==> src/rtl/pipe_reg_if_id_skid.sv <==
// IF/ID pipeline register with a 2-entry skid buffer so in_ready comes from a flop.
// Optional stall/flush counters are built only when PIPE_PERF_EN is defined.
module pipe_reg_if_id_skid #(
    parameter int XLEN = 32,
    parameter int ILEN = 32,
    parameter logic [ILEN-1:0] BUBBLE_INST = ILEN'(32'h00000013),
    parameter logic [XLEN-1:0] BUBBLE_PC = '0
) (
    input  logic            clk,
    input  logic            reset,
    input  logic [XLEN-1:0] pc_if,
    input  logic [ILEN-1:0] inst_if,
    input  logic            in_valid,
    output logic            in_ready,
    input  logic            do_stall,
    input  logic            br,
    input  logic            id_ready,
    output logic            id_valid,
    output logic [XLEN-1:0] pc_id,
    output logic [ILEN-1:0] inst_id
`ifdef PIPE_PERF_EN
    ,
    output logic [31:0]     stall_cnt,
    output logic [31:0]     flush_cnt
`endif
);

    typedef enum logic [1:0] {
        EMPTY = 2'b00,
        FULL  = 2'b01,
        SKID  = 2'b10
    } state_t;

    state_t          state;
    logic [XLEN-1:0] skid_pc;
    logic [ILEN-1:0] skid_inst;
    logic            acc;
    logic            drn;

    assign acc = in_valid & in_ready;
    assign drn = id_valid & id_ready & ~do_stall;

    always_ff @(posedge clk) begin
        if (reset) begin
            state     <= EMPTY;
            id_valid  <= 1'b0;
            in_ready  <= 1'b1;
            pc_id     <= BUBBLE_PC;
            inst_id   <= BUBBLE_INST;
            skid_pc   <= '0;
            skid_inst <= '0;
        end else if (br) begin
            // Anything held or offered this cycle is wrong-path.
            state    <= EMPTY;
            id_valid <= 1'b0;
            in_ready <= 1'b1;
            pc_id    <= BUBBLE_PC;
            inst_id  <= BUBBLE_INST;
        end else begin
            unique case (state)
                EMPTY: begin
                    if (acc) begin
                        state    <= FULL;
                        id_valid <= 1'b1;
                        pc_id    <= pc_if;
                        inst_id  <= inst_if;
                    end
                end
                FULL: begin
                    if (acc && drn) begin
                        pc_id   <= pc_if;
                        inst_id <= inst_if;
                    end else if (acc) begin
                        state     <= SKID;
                        in_ready  <= 1'b0;
                        skid_pc   <= pc_if;
                        skid_inst <= inst_if;
                    end else if (drn) begin
                        state    <= EMPTY;
                        id_valid <= 1'b0;
                        pc_id    <= BUBBLE_PC;
                        inst_id  <= BUBBLE_INST;
                    end
                end
                SKID: begin
                    if (drn) begin
                        state    <= FULL;
                        in_ready <= 1'b1;
                        pc_id    <= skid_pc;
                        inst_id  <= skid_inst;
                    end
                end
                default: begin
                    state    <= EMPTY;
                    id_valid <= 1'b0;
                    in_ready <= 1'b1;
                    pc_id    <= BUBBLE_PC;
                    inst_id  <= BUBBLE_INST;
                end
            endcase
        end
    end

`ifdef PIPE_PERF_EN
    // Saturating counters; a flush only counts when it discards something.
    always_ff @(posedge clk) begin
        if (reset) begin
            stall_cnt <= '0;
            flush_cnt <= '0;
        end else begin
            if (id_valid && do_stall && stall_cnt != 32'hFFFF_FFFF)
                stall_cnt <= stall_cnt + 32'd1;
            if (br && state != EMPTY && flush_cnt != 32'hFFFF_FFFF)
                flush_cnt <= flush_cnt + 32'd1;
        end
    end
`endif

endmodule

==> config.mk <==
export PLATFORM = sky130hd
export DESIGN_NAME = pipe_reg_if_id_skid
export DESIGN_NICKNAME = d
export VERILOG_FILES = /design/src/rtl/pipe_reg_if_id_skid.sv
export SDC_FILE = /design/constraint.sdc
export NUM_CORES = 1
export LEC_CHECK = 0
export BUFFER_PORTS_ARGS = -buffer_cell sky130_fd_sc_hd__buf_4
export CAP_MARGIN = 20
export CORE_ASPECT_RATIO = 1.1
export CORE_MARGIN = 5
export CORE_UTILIZATION = 30
export CTS_CLUSTER_SIZE = 8
export DETAILED_ROUTE_END_ITERATION = 16
export SLEW_MARGIN = 20
export SYNTH_ARGS = -nofsm -noshare
export SYNTH_HDL_FRONTEND = slang
export SYNTH_SLANG_ARGS = --single-unit
==> constraint.sdc <==
create_clock -name clk -period 2.14 [get_ports clk]
set_input_delay 0.214 -clock clk [delete_from_list [all_inputs] [get_ports clk]]
set_output_delay 0.214 -clock clk [all_outputs]
set_load 0.05 [all_outputs]
==> flow_metrics.env <==
export IMPL_status="finished, final reports clean"
export IMPL_numPortBuffers=135
export IMPL_cts_resized=0
export IMPL_rr_startpoint="id_valid"
export IMPL_synth_edf_count=0
export IMPL_ys_ff_latch=132
export IMPL_viasPerCell=4.93
export IMPL_netlist_instances=680
export IMPL_floorplan_initialDensity_pct=30.5
export IMPL_grt_pass1_wl_um=26700
export IMPL_synth_most_common_cell="nand2_1"
export IMPL_worstSetupEndpoint="pc_id[24]"
export IMPL_coreArea_um2=19200
export IMPL_gp_congestion=0.718
export IMPL_setup_viol=0
export IMPL_rsz0062_at_grt="no"
export IMPL_routed_wirelength_um=16700
export IMPL_critPathKind="reg2reg"
export IMPL_wl_per_cell_um=15.9
export IMPL_clock_latency_ns=0.41
export IMPL_instances_no_fill=1054
export IMPL_synth_area_top_cells="dfxtp_1 45%, a21oi_1 11%, mux2i_1 10%"
export IMPL_multi_input_area_um2=2880
export IMPL_max_stage_delay_ns=0.42
export IMPL_grt_max_degree=51
export IMPL_max_clock_freq_mhz=558
export IMPL_grt_pass1_vias=4925
export IMPL_drive_gt1_share_pct=23.9
export IMPL_reg2reg_depth=5
export IMPL_synth_nets=750
export IMPL_powerDensity_nw_per_um2=847
export IMPL_crit_chain="nand3b_2 > nor3_4 > buf_4 > a21oi_1 > o2bb2ai_1"
export IMPL_synth_top_flop_cell="dfxtp_1"
export IMPL_antenna_found_initial=0
export IMPL_final_area_um2=7720
export IMPL_place_hpwl_um=10500
export IMPL_skew_ns=0.00536
export IMPL_ant_nets=0
export IMPL_crit_slowest_cell="dfxtp_1"
export IMPL_relSlewSlack_pct=57.7
export IMPL_dieArea_um2=22400
export IMPL_worst_r2r_endpoint="pc_id[24]"
export IMPL_grt_util_all_layers_pct=15.1
export IMPL_worst_r2r_setup_slack_ns=0.35
export IMPL_die_w_um=143
export IMPL_critPathLaunch="id_valid"
export IMPL_seq_area_um2=2650
export IMPL_die_y_um=156
export IMPL_total_power_w=0.00653
export IMPL_period_needed_ns=1.79
export IMPL_firstDrtPassIters=4
export IMPL_clkTransAtPathRegs_ns=0.06
export IMPL_period_share_pct=83.7
export IMPL_syn_area_per_cell_um2=8.60
export IMPL_cts_sinks=132
export IMPL_syn_to_final_growth_pct=31.9
export IMPL_crit_required_ns=2.48
export IMPL_path_buf_inv=1
export IMPL_post_place_cells=1022
export IMPL_cts_tree="built"
export IMPL_worst_pin_slew_ns=0.634
export IMPL_p_leak_nw=2.87
export IMPL_fin_tns_setup_ns=0
export IMPL_yosysTopAreaCellShare_pct=45.2
export IMPL_critical_path_depth=5
export IMPL_cts_root_buf="clkbuf_16"
export IMPL_cp_end_kind="flip-flop"
export IMPL_syn_cell_area_um2=5850
export IMPL_post_cts_setup_buffers=0
export IMPL_clockBufferDepth=2
export IMPL_seq_area_frac_synth_pct=45.2
export IMPL_pin_count=136
export IMPL_nets=864
export IMPL_hold_viol=0
export IMPL_postLayoutCoreUtil_pct=40.3
export IMPL_crit_fanout=31
export IMPL_maxCapViolations=0
export IMPL_drc=0
export IMPL_place_area_um2=7070
export IMPL_drt_iter0_drc=208
export IMPL_cts_made_buffers=17
export IMPL_hold_path_class="in2reg"
export IMPL_crit_family="simple AND/OR/NAND/NOR gates"
export IMPL_htree_levels=4
export IMPL_num_rows=53
export IMPL_synth_cell_types=33
export IMPL_fillers=1918
export IMPL_synth_top_area_cell="dfxtp_1"
export IMPL_slew_viol_final=0
export IMPL_arrival_ns=2.13
export IMPL_antenna_cells=0
export IMPL_gr_total_overflow=0
export IMPL_cp_start_kind="flip-flop"
export IMPL_synthTopCellsByCount="134 x nand2_1, 132 x dfxtp_1, 130 x a21oi_1"
export IMPL_async_flop_share_pct=0
export IMPL_ys_warn_count=0
export IMPL_vdd_ir_drop_worst_uv=528
export IMPL_vias=5195
export IMPL_cts_hold_buf=0
==> where the power goes <==
part / leakage [nW] / total (W) / switching (W) / internal [W]
Clock: 0.313 / 0.00323 / 0.00109 / 0.00214
Combinational: 1.49 / 0.000745 / 0.000462 / 0.000283
Sequential: 1.07 / 0.00256 / 0.0000389 / 0.00252
==> layout make-up <==
| cell class | count | share of cell area (%) |
|---|---|---|
| clock inverter | 8 | 2.24 |
| sequential | 132 | 34.3 |
| inverter | 1 | 0.0486 |
| clock buffer | 24 | 6.11 |
| timing repair buffer | 152 | 15.9 |
| multi-input combinational | 490 | 37.4 |
| tap | 247 | 4.01 |
==> registers in the layout, indices dropped and copies added (netlist names) <==
register,count
id_valid,1
in_ready,1
inst_id,32
pc_id,32
skid_inst,32
skid_pc,32
state,2
==> worst reg2reg max path, cell delays in order (launching register included) <==
cell	delay, ns
dfxtp_1	0.42
nand3b_2	0.29
nor3_4	0.31
buf_4	0.41
a21oi_1	0.14
o2bb2ai_1	0.16
==> layer usage <==
layer,track usage (%),share of wire [%],up-vias
li1,-,-,2614
met1,19.3,47,2470
met3,4.71,5.7,8
met2,24.6,47,103
met5,0,0,-
met4,4.21,0.77,0
==> cell usage in the layout (no fill, tap or decap), types with 2 or more instances in the layout <==
master,n
o2bb2ai_1,61
clkbuf_16,17
nand3_1,4
a31oi_1,3
mux2i_1,61
clkinv_4,2
buf_4,145
a21oi_1,130
clkbuf_1,5
o21ai_0,2
clkbuf_8,2
dfxtp_1,130
nor2_1,67
buf_12,7
nand2_1,133
bufinv_16,5
and3b_1,2
nor3_1,4
nand4b_1,2
mux2_2,6
a222oi_1,2
==> cells by family (layout without fill, tap and decap cells) <==
| group | after synthesis | after routing | share of synthesized area [%] |
|---|---|---|---|
| AOI/OAI and AO/OA | 204 | 204 | 22.0 |
| buffers and inverters | 58 | 185 | 5.90 |
| DFF | 132 | 132 | 45.2 |
| muxes | 67 | 67 | 11.6 |
| and+or+nand+nor | 219 | 219 | 15.3 |
==> how the worst min path moves through the flow <==
stage	depth (start not counted)	to	start	slack (ns)
floorplan	2	skid_inst[0]	inst_if[0]	0.35
global placement	2	skid_pc[9]	skid_pc[9]	0.44
detailed placement	2	skid_pc[8]	skid_pc[8]	0.45
CTS	3	skid_inst[23]	inst_if[23]	0.04
global route	3	skid_inst[19]	inst_if[19]	0.04
finish	3	skid_pc[21]	pc_if[21]	0.06
==> per-stage QoR <==
stage / hold slack (ns) / setup WS (ns)
after floorplan: 0.350 / 0.357
after global placement: 0.441 / 0.382
after detailed placement: 0.447 / 0.315
after CTS: 0.0389 / 0.347
after global routing: 0.0446 / 0.212
final: 0.0648 / 0.349
Note: power is estimated with default switching activity, not from simulation.
